`src/rtl/dht_meas_sched_pkg.sv`:
```
// Shared types and constants for the DHT measurement scheduler.
// Holds the scheduler state encoding, display mode codes and the byte
// positions inside the 40-bit receiver frame.
package dht_pkg;

    typedef enum logic [2:0] {
        ST_IDLE    = 3'd0,
        ST_TRIG    = 3'd1,
        ST_WAIT    = 3'd2,
        ST_CHECK   = 3'd3,
        ST_FAIL    = 3'd4,
        ST_BACKOFF = 3'd5
    } state_t;

    localparam logic [1:0] MODE_TEMP = 2'b00;
    localparam logic [1:0] MODE_HUM  = 2'b01;
    localparam logic [1:0] MODE_AUTO = 2'b10;
    localparam logic [1:0] MODE_MAX  = 2'b11;

    // Frame layout: {H_int, H_frac, T_int, T_frac, checksum}
    localparam int H_INT_LSB  = 32;
    localparam int H_FRAC_LSB = 24;
    localparam int T_INT_LSB  = 16;
    localparam int T_FRAC_LSB = 8;
    localparam int CSUM_LSB   = 0;

    function automatic logic [7:0] frame_byte(input logic [39:0] frame, input int lsb);
        return frame[lsb +: 8];
    endfunction

    // Counter width able to hold 0..n-1, never narrower than one bit
    function automatic int cnt_width(input int n);
        return (n > 1) ? $clog2(n) : 1;
    endfunction

endpackage

```
`src/rtl/dht_meas_sched_if.sv`:
```
// Bus between the measurement scheduler, the DHT receiver and the display path.
// The master side is the scheduler; the slave side is the receiver/display.
interface dht_meas_sched_if;

    logic        start_o;
    logic [39:0] rx_data_i;
    logic        rx_ready_i;
    logic        rx_error_i;
    logic [7:0]  disp_int_o;
    logic [7:0]  disp_frac_o;
    logic        disp_sel_o;
    logic        disp_valid_o;
    logic        fault_o;
    logic [15:0] meas_cnt_o;

    modport master (
        output start_o,
        input  rx_data_i, rx_ready_i, rx_error_i,
        output disp_int_o, disp_frac_o, disp_sel_o, disp_valid_o, fault_o, meas_cnt_o
    );

    modport slave (
        input  start_o,
        output rx_data_i, rx_ready_i, rx_error_i,
        input  disp_int_o, disp_frac_o, disp_sel_o, disp_valid_o, fault_o, meas_cnt_o
    );

endinterface

```
`src/rtl/dht_meas_sched_checksum.sv`:
```
// Combinational DHT frame checksum: the low byte must equal the
// modulo-256 sum of the four data bytes.
module dht_checksum
    import dht_pkg::*;
(
    input  logic [39:0] frame,
    output logic        ok
);

    logic [7:0] sum;

    // Wrap-around byte sum compared against the transmitted checksum
    always_comb begin
        sum = frame_byte(frame, H_INT_LSB) + frame_byte(frame, H_FRAC_LSB)
            + frame_byte(frame, T_INT_LSB) + frame_byte(frame, T_FRAC_LSB);
        ok  = (sum == frame_byte(frame, CSUM_LSB));
    end

endmodule

```
`src/rtl/dht_meas_sched.sv`:
```
// DHT measurement scheduler and result holder.
// Issues periodic or button-requested start pulses, validates returned frames,
// retries with back-off, holds the last good reading and drives the display bytes.
// Optional macro DHT_MINMAX_EN: track maximum temperature, shown in mode 11.
module dht_meas_sched
    import dht_pkg::*;
#(
    parameter int PERIOD_CYC    = 500000000,
    parameter int TIMEOUT_CYC   = 1000000,
    parameter int RETRY_GAP_CYC = 200000000,
    parameter int MAX_RETRY     = 3,
    parameter int ROTATE_CYC    = 300000000
)
(
    input  logic       clk,
    input  logic       rst,
    input  logic       button_i,
    input  logic [1:0] mode_i,
    dht_meas_sched_if.master bus
);

    localparam int PW = cnt_width(PERIOD_CYC);
    localparam int TW = cnt_width(TIMEOUT_CYC);
    localparam int GW = cnt_width(RETRY_GAP_CYC);
    localparam int RW = cnt_width(MAX_RETRY + 1);
    localparam int OW = cnt_width(ROTATE_CYC);

    localparam logic [PW-1:0] PER_LAST  = PW'(PERIOD_CYC - 1);
    localparam logic [TW-1:0] TMO_LAST  = TW'(TIMEOUT_CYC - 1);
    localparam logic [GW-1:0] GAP_LAST  = GW'(RETRY_GAP_CYC - 1);
    localparam logic [RW-1:0] RETRY_LIM = RW'(MAX_RETRY);
    localparam logic [OW-1:0] ROT_LAST  = OW'(ROTATE_CYC - 1);

    state_t          state, state_n;
    logic [PW-1:0]   per_cnt;
    logic [TW-1:0]   tmo_cnt;
    logic [GW-1:0]   gap_cnt;
    logic [RW-1:0]   retry_cnt;
    logic [OW-1:0]   rot_cnt;
    logic            rot_sel;
    logic            btn_q;
    logic            req_pend;
    logic [39:0]     frame_q;
    logic            csum_ok;
    logic [7:0]      h_int, h_frac, t_int, t_frac;
    logic            valid_q, fault_q;
    logic [15:0]     meas_q;
    logic [7:0]      disp_int_q, disp_frac_q;
    logic            disp_sel_q;
    logic [7:0]      show_int, show_frac;
    logic            show_sel;
    logic            is_auto;
    logic            tick, btn_edge;
    logic            start, take_req, latch_frame, good_frame, fail_final, retry_inc;
`ifdef DHT_MINMAX_EN
    logic [15:0]     max_t;
`endif

    assign tick     = (per_cnt == PER_LAST);
    assign btn_edge = button_i & ~btn_q;

`ifdef DHT_MINMAX_EN
    assign is_auto = (mode_i == MODE_AUTO);
`else
    assign is_auto = (mode_i == MODE_AUTO) || (mode_i == MODE_MAX);
`endif

    dht_checksum u_checksum (
        .frame (frame_q),
        .ok    (csum_ok)
    );

    // State register
    always_ff @(posedge clk) begin
        if (!rst) state <= ST_IDLE;
        else      state <= state_n;
    end

    // Next-state decode and one-cycle control strobes
    always_comb begin
        state_n     = state;
        start       = 1'b0;
        take_req    = 1'b0;
        latch_frame = 1'b0;
        good_frame  = 1'b0;
        fail_final  = 1'b0;
        retry_inc   = 1'b0;
        case (state)
            ST_IDLE: begin
                if (req_pend) begin
                    take_req = 1'b1;
                    state_n  = ST_TRIG;
                end
            end
            ST_TRIG: begin
                start   = 1'b1;
                state_n = ST_WAIT;
            end
            ST_WAIT: begin
                if (bus.rx_error_i || (tmo_cnt == TMO_LAST)) begin
                    state_n = ST_FAIL;
                end else if (bus.rx_ready_i) begin
                    latch_frame = 1'b1;
                    state_n     = ST_CHECK;
                end
            end
            ST_CHECK: begin
                if (csum_ok) begin
                    good_frame = 1'b1;
                    state_n    = ST_IDLE;
                end else begin
                    state_n = ST_FAIL;
                end
            end
            ST_FAIL: begin
                if (retry_cnt < RETRY_LIM) begin
                    retry_inc = 1'b1;
                    state_n   = ST_BACKOFF;
                end else begin
                    fail_final = 1'b1;
                    state_n    = ST_IDLE;
                end
            end
            ST_BACKOFF: begin
                if (gap_cnt == GAP_LAST) state_n = ST_TRIG;
            end
            default: state_n = ST_IDLE;
        endcase
    end

    // Measurement requests: free-running period tick and button edge, coalesced
    always_ff @(posedge clk) begin
        if (!rst) begin
            per_cnt  <= '0;
            btn_q    <= 1'b0;
            req_pend <= 1'b0;
        end else begin
            per_cnt  <= tick ? '0 : per_cnt + PW'(1);
            btn_q    <= button_i;
            if (tick || btn_edge) req_pend <= 1'b1;
            else if (take_req)    req_pend <= 1'b0;
        end
    end

    // Attempt bookkeeping: response timeout, back-off gap, retry count, frame capture
    always_ff @(posedge clk) begin
        if (!rst) begin
            tmo_cnt   <= '0;
            gap_cnt   <= '0;
            retry_cnt <= '0;
            frame_q   <= '0;
        end else begin
            if (state == ST_TRIG)      tmo_cnt <= '0;
            else if (state == ST_WAIT) tmo_cnt <= tmo_cnt + TW'(1);
            if (retry_inc)                gap_cnt <= '0;
            else if (state == ST_BACKOFF) gap_cnt <= gap_cnt + GW'(1);
            if (take_req)       retry_cnt <= '0;
            else if (retry_inc) retry_cnt <= retry_cnt + RW'(1);
            if (latch_frame) frame_q <= bus.rx_data_i;
        end
    end

    // Result holder: last good reading, validity, fault flag and good-frame count
    always_ff @(posedge clk) begin
        if (!rst) begin
            h_int   <= '0;
            h_frac  <= '0;
            t_int   <= '0;
            t_frac  <= '0;
            valid_q <= 1'b0;
            fault_q <= 1'b0;
            meas_q  <= '0;
`ifdef DHT_MINMAX_EN
            max_t   <= '0;
`endif
        end else begin
            if (good_frame) begin
                h_int   <= frame_byte(frame_q, H_INT_LSB);
                h_frac  <= frame_byte(frame_q, H_FRAC_LSB);
                t_int   <= frame_byte(frame_q, T_INT_LSB);
                t_frac  <= frame_byte(frame_q, T_FRAC_LSB);
                valid_q <= 1'b1;
                fault_q <= 1'b0;
                meas_q  <= meas_q + 16'd1;
`ifdef DHT_MINMAX_EN
                if (!valid_q || ({frame_byte(frame_q, T_INT_LSB), frame_byte(frame_q, T_FRAC_LSB)} > max_t))
                    max_t <= {frame_byte(frame_q, T_INT_LSB), frame_byte(frame_q, T_FRAC_LSB)};
`endif
            end else if (fail_final) begin
                fault_q <= 1'b1;
            end
        end
    end

    // Auto-rotate dwell timer, restarted on temperature whenever auto mode is left
    always_ff @(posedge clk) begin
        if (!rst || !is_auto) begin
            rot_cnt <= '0;
            rot_sel <= 1'b0;
        end else if (rot_cnt == ROT_LAST) begin
            rot_cnt <= '0;
            rot_sel <= ~rot_sel;
        end else begin
            rot_cnt <= rot_cnt + OW'(1);
        end
    end

    // Channel selection for the display from mode and held data
    always_comb begin
        show_sel  = 1'b0;
        show_int  = t_int;
        show_frac = t_frac;
        if (is_auto) begin
            show_sel  = rot_sel;
            show_int  = rot_sel ? h_int  : t_int;
            show_frac = rot_sel ? h_frac : t_frac;
        end else if (mode_i == MODE_HUM) begin
            show_sel  = 1'b1;
            show_int  = h_int;
            show_frac = h_frac;
        end
`ifdef DHT_MINMAX_EN
        else if (mode_i == MODE_MAX) begin
            show_int  = max_t[15:8];
            show_frac = max_t[7:0];
        end
`endif
    end

    // Registered display outputs
    always_ff @(posedge clk) begin
        if (!rst) begin
            disp_int_q  <= '0;
            disp_frac_q <= '0;
            disp_sel_q  <= 1'b0;
        end else begin
            disp_int_q  <= show_int;
            disp_frac_q <= show_frac;
            disp_sel_q  <= show_sel;
        end
    end

    assign bus.start_o      = start;
    assign bus.disp_int_o   = disp_int_q;
    assign bus.disp_frac_o  = disp_frac_q;
    assign bus.disp_sel_o   = disp_sel_q;
    assign bus.disp_valid_o = valid_q;
    assign bus.fault_o      = fault_q;
    assign bus.meas_cnt_o   = meas_q;

endmodule

```
`src/flat_wrapper.sv`:
```
// flat-port wrapper written by rule: the top's interface ports become plain ports
module dht_meas_sched_flat import dht_pkg::*;
#(
    parameter int PERIOD_CYC    = 500000000,
    parameter int TIMEOUT_CYC   = 1000000,
    parameter int RETRY_GAP_CYC = 200000000,
    parameter int MAX_RETRY     = 3,
    parameter int ROTATE_CYC    = 300000000
)
  (clk, rst, button_i, mode_i, bus_start_o, bus_rx_data_i, bus_rx_ready_i, bus_rx_error_i, bus_disp_int_o, bus_disp_frac_o, bus_disp_sel_o, bus_disp_valid_o, bus_fault_o, bus_meas_cnt_o);
  dht_meas_sched_if bus_i ();
  input  logic clk;
  input  logic rst;
  input  logic button_i;
  input  logic [1:0] mode_i;
  output wire logic [$bits(bus_i.start_o)-1:0] bus_start_o;
  input wire logic [$bits(bus_i.rx_data_i)-1:0] bus_rx_data_i;
  input wire logic [$bits(bus_i.rx_ready_i)-1:0] bus_rx_ready_i;
  input wire logic [$bits(bus_i.rx_error_i)-1:0] bus_rx_error_i;
  output wire logic [$bits(bus_i.disp_int_o)-1:0] bus_disp_int_o;
  output wire logic [$bits(bus_i.disp_frac_o)-1:0] bus_disp_frac_o;
  output wire logic [$bits(bus_i.disp_sel_o)-1:0] bus_disp_sel_o;
  output wire logic [$bits(bus_i.disp_valid_o)-1:0] bus_disp_valid_o;
  output wire logic [$bits(bus_i.fault_o)-1:0] bus_fault_o;
  output wire logic [$bits(bus_i.meas_cnt_o)-1:0] bus_meas_cnt_o;
  assign bus_start_o = bus_i.start_o;
  assign bus_i.rx_data_i = bus_rx_data_i;
  assign bus_i.rx_ready_i = bus_rx_ready_i;
  assign bus_i.rx_error_i = bus_rx_error_i;
  assign bus_disp_int_o = bus_i.disp_int_o;
  assign bus_disp_frac_o = bus_i.disp_frac_o;
  assign bus_disp_sel_o = bus_i.disp_sel_o;
  assign bus_disp_valid_o = bus_i.disp_valid_o;
  assign bus_fault_o = bus_i.fault_o;
  assign bus_meas_cnt_o = bus_i.meas_cnt_o;
  dht_meas_sched #(.PERIOD_CYC(PERIOD_CYC), .TIMEOUT_CYC(TIMEOUT_CYC), .RETRY_GAP_CYC(RETRY_GAP_CYC), .MAX_RETRY(MAX_RETRY), .ROTATE_CYC(ROTATE_CYC)) u_core (.clk(clk), .rst(rst), .button_i(button_i), .mode_i(mode_i), .bus(bus_i));
endmodule
```
`config.mk`:
```
export PLATFORM = sky130hd
export DESIGN_NAME = dht_meas_sched_flat
export DESIGN_NICKNAME = d
export VERILOG_FILES = /design/src/rtl/dht_meas_sched_pkg.sv /design/src/rtl/dht_meas_sched_if.sv /design/src/rtl/dht_meas_sched_checksum.sv /design/src/rtl/dht_meas_sched.sv /design/src/flat_wrapper.sv
export SDC_FILE = /design/constraint.sdc
export NUM_CORES = 1
export LEC_CHECK = 0
export ABC_AREA = 1
export BUFFER_PORTS_ARGS = -buffer_cell sky130_fd_sc_hd__clkbuf_2
export CAP_MARGIN = 5
export CORE_MARGIN = 3
export CORE_UTILIZATION = 30
export CTS_BUF_LIST = sky130_fd_sc_hd__clkbuf_4 sky130_fd_sc_hd__clkbuf_8
export DETAILED_ROUTE_END_ITERATION = 10
export GPL_ROUTABILITY_DRIVEN = 0
export PLACE_DENSITY = 0.48
export SLEW_MARGIN = 5
export SYNTH_ARGS = -nofsm -noshare
export SYNTH_HDL_FRONTEND = slang
export SYNTH_HIERARCHICAL = 1
export SYNTH_SLANG_ARGS = --single-unit
```
`constraint.sdc`:
```
create_clock -name clk -period 4.4 [get_ports clk]
set_input_delay 0.66 -clock clk [delete_from_list [all_inputs] [get_ports clk]]
set_output_delay 0.66 -clock clk [all_outputs]
set_load 0.01 [all_outputs]
```
==> results.md, run 1 <==
* Ys flop type: dfxtp_1
* Initial antenna violation count at 1
* R2R depth at 20
* Vias in the first global route at 10300
* Post-synthesis cell area at 0.0115 mm2
* Crit end category: register
* Post-synth EDFFs at 0
* Kind of critical path: reg -> reg
* Distinct cell type count after synthesis at 39
* HPWL Detailed at 23400 um
* Core Util, Final at 0.352
* Setup crit start: u_core/frame_q[9]$_SDFFE_PN0P_
* Grt total ovfl at 0
* Drt drc at 0
* PwrDens at 362 mW/mm2
* Final Hold Viols at 0
* Crit path launch type: register
* Max H-tree Level at 2
* Maxcap violations at 0
* R2r startpoint: u_core/frame_q[9]$_SDFFE_PN0P_
* Cell family with most CP delay: adder cells
* Clk sink count at 221
* First-pass GRT wire length at 52700 um
* GRT Overall Usage at 0.157
* Port Buf Inserts at 82
* Die W at 202 um
* NumNets Final at 1890
* Comb pwr share at 0.121
* CP Buf/Inv Count at 3
* Footprint of the multi-input gates at 0.00607 mm2
* Max frequency at 249 MHz
* Area contributors post-synth: dfxtp_1, nand2_1, nor2_1
* Final setup vio count at 0
* Routed wire per std cell at 13.6 um
* Worst skew pair latency at 0.57 ns
* Final ANT Viol Nets at 0
* Vias at 10800
* Starting Density at 0.306
* Clock transition at path regs at 0.06 ns
* YS warnings at 6
* Tmin final at 4.01 ns
* Core ar. at 0.0378 mm2
* Share of the synthesized area in the top cell type at 0.383
* Die Y at 202 um
* Hold Crit Class: in -> reg
* Ys async rst share at 0
* Fillers at 4165
* Sequential Power Share at 0.448
* Power, Total at 4.81 mW
* Final period utilization at 0.912
* Flop-to-flop setup slack at 0.39 ns
* Status: finished clean
* Avg Cell Area, Syn at 6.65 um2
* WHS at 0.306 ns
* Switching Share at 0.275
* Net Switching at 1.32 mW
* Cell area after layout at 0.0133 mm2
* CP Max Fanout at 6
* Rows at 71
* Clk buf depth at 3
* Hold path depth at 3
* Root Driver: clkbuf_8
* Reg2reg end: u_core/bus.meas_cnt_o[10]$_SDFFE_PN0P_
* Reg area at 0.00442 mm2
* I/O pin count at 83
* Crit path arrival time at 4.47 ns
* VDD IR max at 0.147 mV
* Slowest stage cell, crit path: fa_1
* Share of layout cells above drive strength 1 at 0.105
* Syn-to-layout area delta at 15.0%
* CTS tree: yes
* Commonest cells in the netlist: nand2_1, nor2_1, dfxtp_1
* Relative slew slack at 0.259
* CP cell instances: fa_1, inv_1, fa_1, inv_1, ha_1, fa_2, xnor2_1, nand3_1, nor2_1, nand2_1, nor2_1, nand2_1, nor2_2, nand4_2, inv_2, nand3_1, nor2_4, nand3_1, o21ai_0, nor2_1
* Total Neg Setup Slack at 0 ns
* Starting DRC count in detailed routing at 552
* Drt via density at 4.61
* Largest net degree at the start of global routing at 88
* Int Pwr at 3.48 mW
* Die Area at 0.0409 mm2
* Most frequent cell after synthesis: nand2_1
* LEAKAGE at 5.21 nW
* Max stage delay on crit path at 0.54 ns
* Worst Skew at 0.0272 ns
* Crit path required time at 4.86 ns
* Clk pwr share at 0.431
* Worst setup path endpoint: u_core/bus.meas_cnt_o[10]$_SDFFE_PN0P_
* CTS Buf Count at 42
* Seq/Total Area, Yosys at 0.383
* WL final at 32100 um
* Yosys reg bits at 221
* Placed instance area at 0.0124 mm2
* RSZ-0062 raised after global routing: no
* Syn nets at 1811
* Area leader, netlist: dfxtp_1
* Tightest Pin Transition at 1.11 ns
* DR pass1 iterations at 5
* Levels on crit path at 20
* Slew Limit Fails at 0
* Syn Inst Count at 1737
[cell families after synthesis]
family                     count (synthesis)  synth area share
and+or+nand+nor                          927             0.345
buffers and inverters                    269            0.0921
AOI/OAI and AO/OA                        264             0.120
DFF                                      221             0.383
xor gates and xnor gates                  29            0.0220
adders and majority gates                 27            0.0384
[cell usage in the layout (no fill, tap or decap), types with 3 or more instances in the layout]
| master | n |
|---|---|
| a21oi_1 | 155 |
| or2_0 | 4 |
| nor2_2 | 7 |
| nor2_1 | 250 |
| ha_1 | 13 |
| nand2_2 | 3 |
| and3_1 | 4 |
| clkbuf_2 | 81 |
| nor2_4 | 3 |
| xnor2_1 | 8 |
| inv_2 | 4 |
| nand3b_1 | 22 |
| nor3_2 | 4 |
| nor3_1 | 49 |
| a211oi_1 | 3 |
| clkbuf_8 | 53 |
| nand4_1 | 36 |
| nor3b_1 | 3 |
| dfxtp_1 | 221 |
| nand3_1 | 79 |
| o21ai_0 | 85 |
| nand2_1 | 447 |
| or2_2 | 8 |
| inv_1 | 211 |
| fa_1 | 13 |
| xor2_1 | 21 |
| buf_4 | 8 |
| clkbuf_4 | 16 |
| o21a_1 | 18 |
[layer usage]
layer,vias to the layer above,track usage,part of all wire
met5,-,0,0.00031
met4,2,0.0525,0.028
met3,61,0.0359,0.046
met2,189,0.248,0.44
met1,4878,0.212,0.49
li1,5717,-,-
[power by group through the flow]
stage | registers (mW) | clock network, mW | logic [mW]
3_5_place_dp | 2.20 | 0 | 0.583
3_3_place_gp | 2.19 | 0 | 0.579
4_1_cts | 2.15 | 2.16 | 0.586
6_report | 2.15 | 2.07 | 0.584
2_1_floorplan | 2.17 | 0 | 0.426
5_1_grt | 2.16 | 2.24 | 0.678
[what timing repair did]
action | in CTS | in global routing
hold buffers | 0 | 0
buffers inserted | 0 | 1
gates resized for setup | 0 | 3
setup endpoints to repair | 0 | 6
[through the flow]
stage	setup WS, ns	std cells
after floorplan	0.649	1737
after global placement	0.343	2282
after detailed placement	0.275	2282
after CTS	0.272	2353
after global routing	0.0604	2354
final	0.389	2355
[how the worst min path moves through the flow]
stage / startpoint / slack (ns) / endpoint
floorplan: u_core/per_cnt[0]$_SDFF_PP0_ / 0.43 / u_core/per_cnt[0]$_SDFF_PP0_
global placement: u_core/retry_cnt[1]$_SDFFE_PP0P_ / 0.44 / u_core/retry_cnt[1]$_SDFFE_PP0P_
detailed placement: u_core/per_cnt[0]$_SDFF_PP0_ / 0.45 / u_core/per_cnt[0]$_SDFF_PP0_
CTS: button_i / 0.25 / u_core/btn_q$_SDFF_PN0_
global route: bus_rx_data_i[10] / 0.28 / u_core/frame_q[10]$_SDFFE_PN0P_
finish: button_i / 0.31 / u_core/btn_q$_SDFF_PN0_
[sequential cells by signal (all words and copies together) (netlist names)]
signal / count
u_core/bus.disp_sel_o: 1
u_core/retry_cnt: 2
u_core/rot_cnt: 29
u_core/tmo_cnt: 20
u_core/btn_q: 1
u_core/per_cnt: 29
u_core/bus.disp_int_o: 8
u_core/bus.disp_frac_o: 8
u_core/gap_cnt: 28
u_core/state: 3
u_core/t_int: 8
u_core/h_int: 8
u_core/frame_q: 40
u_core/rot_sel: 1
u_core/req_pend: 1
u_core/t_frac: 8
u_core/bus.disp_valid_o: 1
u_core/bus.meas_cnt_o: 16
u_core/h_frac: 8
u_core/bus.fault_o: 1
[worst reg2reg max path, stage by stage (launching register included)]
cell     delay (ns)
dfxtp_1        0.33
fa_1           0.54
inv_1          0.05
fa_1           0.49
inv_1          0.04
ha_1           0.23
fa_2           0.54
xnor2_1        0.12
nand3_1        0.10
nor2_1         0.11
nand2_1        0.06
nor2_1         0.11
nand2_1        0.08
nor2_2         0.15
nand4_2        0.13
inv_2          0.14
nand3_1        0.15
nor2_4         0.20
nand3_1        0.11
o21ai_0        0.16
nor2_1         0.05
[cell type report]
cell class / instances / share of cell area
multi-input combinational: 1247 / 0.458
sequential: 221 / 0.333
clock buffer: 69 / 0.0640
inverter: 215 / 0.0608
tap: 511 / 0.0482
timing repair buffer: 89 / 0.0351
clock inverter: 2 / 0.000754
antenna: 1 / 0.000189
Note: power is estimated with default switching activity, not from simulation.
==> run 2: changes to the inputs <==
Settings changed: BUFFER_PORTS_ARGS -buffer_cell sky130_fd_sc_hd__clkbuf_2 to -buffer_cell sky130_fd_sc_hd__buf_4, CELL_PAD_IN_SITES_DETAIL_PLACEMENT set to 1, CELL_PAD_IN_SITES_GLOBAL_PLACEMENT set to 2, MAX_ROUTING_LAYER set to met4, PLACE_DENSITY 0.48 to 0.75.
==> results.md, run 2 (synthesized netlist as in run 1, its figures left out) <==
* Status: finished clean
* Rows at 71
* Clk buf depth at 3
* Root Driver: clkbuf_8
* Crit path required time at 4.86 ns
* PwrDens at 371 mW/mm2
* Final setup vio count at 0
* WHS at 0.304 ns
* Final Hold Viols at 0
* CP Buf/Inv Count at 3
* Hold path depth at 3
* CP cell instances: fa_1, inv_1, fa_1, inv_1, ha_1, fa_2, or2_1, nand3b_1, nand2_1, nor2_1, nand2_1, nor2_1, nand2_1, nor2_2, nand4_2, inv_2, nand3_2, nor2_4, nand3_1, o21ai_0, nor2_1
* Kind of critical path: reg -> reg
* GR Util met1 at 0.242
* Routed wire per std cell at 15.0 um
* Crit path arrival time at 4.50 ns
* Cell family with most CP delay: adder cells
* Starting DRC count in detailed routing at 515
* Max reg flops at 40
* DR pass1 iterations at 4
* Hold Crit Class: in -> reg
* Reg2reg end: u_core/bus.meas_cnt_o[10]$_SDFFE_PN0P_
* Diode count at 0
* Most flop-heavy register: u_core/frame_q
* First-pass GRT wire length at 58500 um
* Max stage delay on crit path at 0.54 ns
* Die W at 202 um
* Share of layout cells above drive strength 1 at 0.110
* Final period utilization at 0.919
* GRT Overall Usage at 0.179
* Clk sink count at 221
* Grt total ovfl at 0
* WL final at 35500 um
* Leading cell type in the layout, fill and taps excluded: nand2_1
* Drt via density at 4.69
* VDD IR max at 0.152 mV
* Maxcap violations at 0
* R2r startpoint: u_core/frame_q[9]$_SDFFE_PN0P_
* HPWL Detailed at 26500 um
* R2R depth at 21
* Tmin final at 4.04 ns
* Final ANT Viol Nets at 0
* Max frequency at 247 MHz
* CTS Buf Count at 45
* Hold buffers post-CTS at 0
* CP Max Fanout at 4
* Initial antenna violation count at 0
* Crit end category: register
* Vias at 11100
* Worst skew pair latency at 0.59 ns
* Vias in the first global route at 11300
* Syn-to-layout area delta at 17.8%
* Slowest stage cell, crit path: fa_1
* Worst Skew at 0.0275 ns
* Clock transition at path regs at 0.06 ns
* Die Y at 202 um
* Largest net degree at the start of global routing at 75
* Placed Cells at 2282
* Drt drc at 0
* Flop-to-flop setup slack at 0.36 ns
* Commonest non-fill, non-tap cells in the layout: nand2_1, nor2_1, dfxtp_1
* CTS tree: yes
* Fillers at 4843
* Crit path launch type: register
* Die Area at 0.0409 mm2
* Tightest Pin Transition at 1.11 ns
* Slew Limit Fails at 0
* Biggest regs: u_core/frame_q (40), u_core/per_cnt (29), u_core/rot_cnt (29)
* Setup ws final at 0.356 ns
* Most used routing layer: met2
* Final std cells w/o fill at 2362
* Place WS at 0.209 ns
* Core ar. at 0.0378 mm2
* Total Neg Setup Slack at 0 ns
* NumNets Final at 1894
* I/O pin count at 83
* Met3 global-route usage at 0.0272
* Hold Crit Start: bus_rx_data_i[33]
* Starting Density at 0.306
* Power, Total at 5.05 mW
* Max H-tree Level at 2
* RSZ-0062 raised after global routing: no
* Port Buf Inserts at 82
* LEAKAGE at 5.32 nW
* Met2 Resource Use GR at 0.277
* Hold Path End: u_core/frame_q[33]$_SDFFE_PN0P_
* Relative slew slack at 0.260
-- run 2: area by class of cell --
type / count / area [um2] / share of cell area
Clock buffer: 74 / 925 / 0.0680
Clock inverter: 4 / 47.5 / 0.00350
Inverter: 215 / 807 / 0.0593
Multi-Input combinational cell: 1247 / 6080 / 0.447
Sequential cell: 221 / 4420 / 0.325
Tap cell: 511 / 639 / 0.0470
Timing Repair Buffer: 90 / 679 / 0.0499
-- run 2: metal layers --
metal | part of all wire | vias to the layer above
li1 | - | 5713
met4 | 0.023 | 0
met1 | 0.50 | 5170
met3 | 0.032 | 56
met5 | 0 | -
met2 | 0.44 | 143
-- run 2: repair_timing --
item                                    in CTS  in global routing
gates resized for setup                      0                  5
buffers inserted                             0                  2
endpoints found under the setup margin       0                 25
-- run 2: worst reg2reg max path, cell delays in order, from the launching register on --
cell and delay [ns]:
dfxtp_1 0.32, fa_1 0.54, inv_1 0.05, fa_1 0.50, inv_1 0.04, ha_1 0.24, fa_2 0.38, or2_1 0.25
nand3b_1 0.09, nand2_1 0.06, nor2_1 0.09, nand2_1 0.06, nor2_1 0.13, nand2_1 0.08, nor2_2 0.14, nand4_2 0.16
inv_2 0.16, nand3_2 0.12, nor2_4 0.17, nand3_1 0.11, o21ai_0 0.17, nor2_1 0.06
-- run 2: worst max path at each step --
stage                                         from                                endpoint  slack (ns)  depth (start not counted)
finish              u_core/frame_q[9]$_SDFFE_PN0P_  u_core/bus.meas_cnt_o[10]$_SDFFE_PN0P_        0.36                         21
global route        u_core/frame_q[9]$_SDFFE_PN0P_  u_core/bus.meas_cnt_o[10]$_SDFFE_PN0P_        0.01                         22
CTS                 u_core/frame_q[9]$_SDFFE_PN0P_  u_core/bus.meas_cnt_o[10]$_SDFFE_PN0P_        0.17                         21
detailed placement  u_core/frame_q[9]$_SDFFE_PN0P_  u_core/bus.meas_cnt_o[10]$_SDFFE_PN0P_        0.21                         21
global placement    u_core/frame_q[9]$_SDFFE_PN0P_  u_core/bus.meas_cnt_o[10]$_SDFFE_PN0P_        0.28                         21
floorplan           u_core/frame_q[9]$_SDFFE_PN0P_  u_core/bus.meas_cnt_o[10]$_SDFFE_PN0P_        0.65                         21
-- run 2: metrics by stage --
step | utilization | instance area (um2)
3_5_place_dp | 0.334 | 12600
2_1_floorplan | - | 11500
5_1_grt | 0.360 | 13600
4_1_cts | 0.359 | 13600
3_3_place_gp | 0.334 | 12600
6_report | 0.360 | 13600
-- run 2: report_power, final --
group,total [mW],internal (mW),switching [mW]
Sequential,2.15,2.08,0.0692
Combinational,0.611,0.221,0.390
Clock,2.29,1.37,0.918
Total,5.05,3.67,1.38
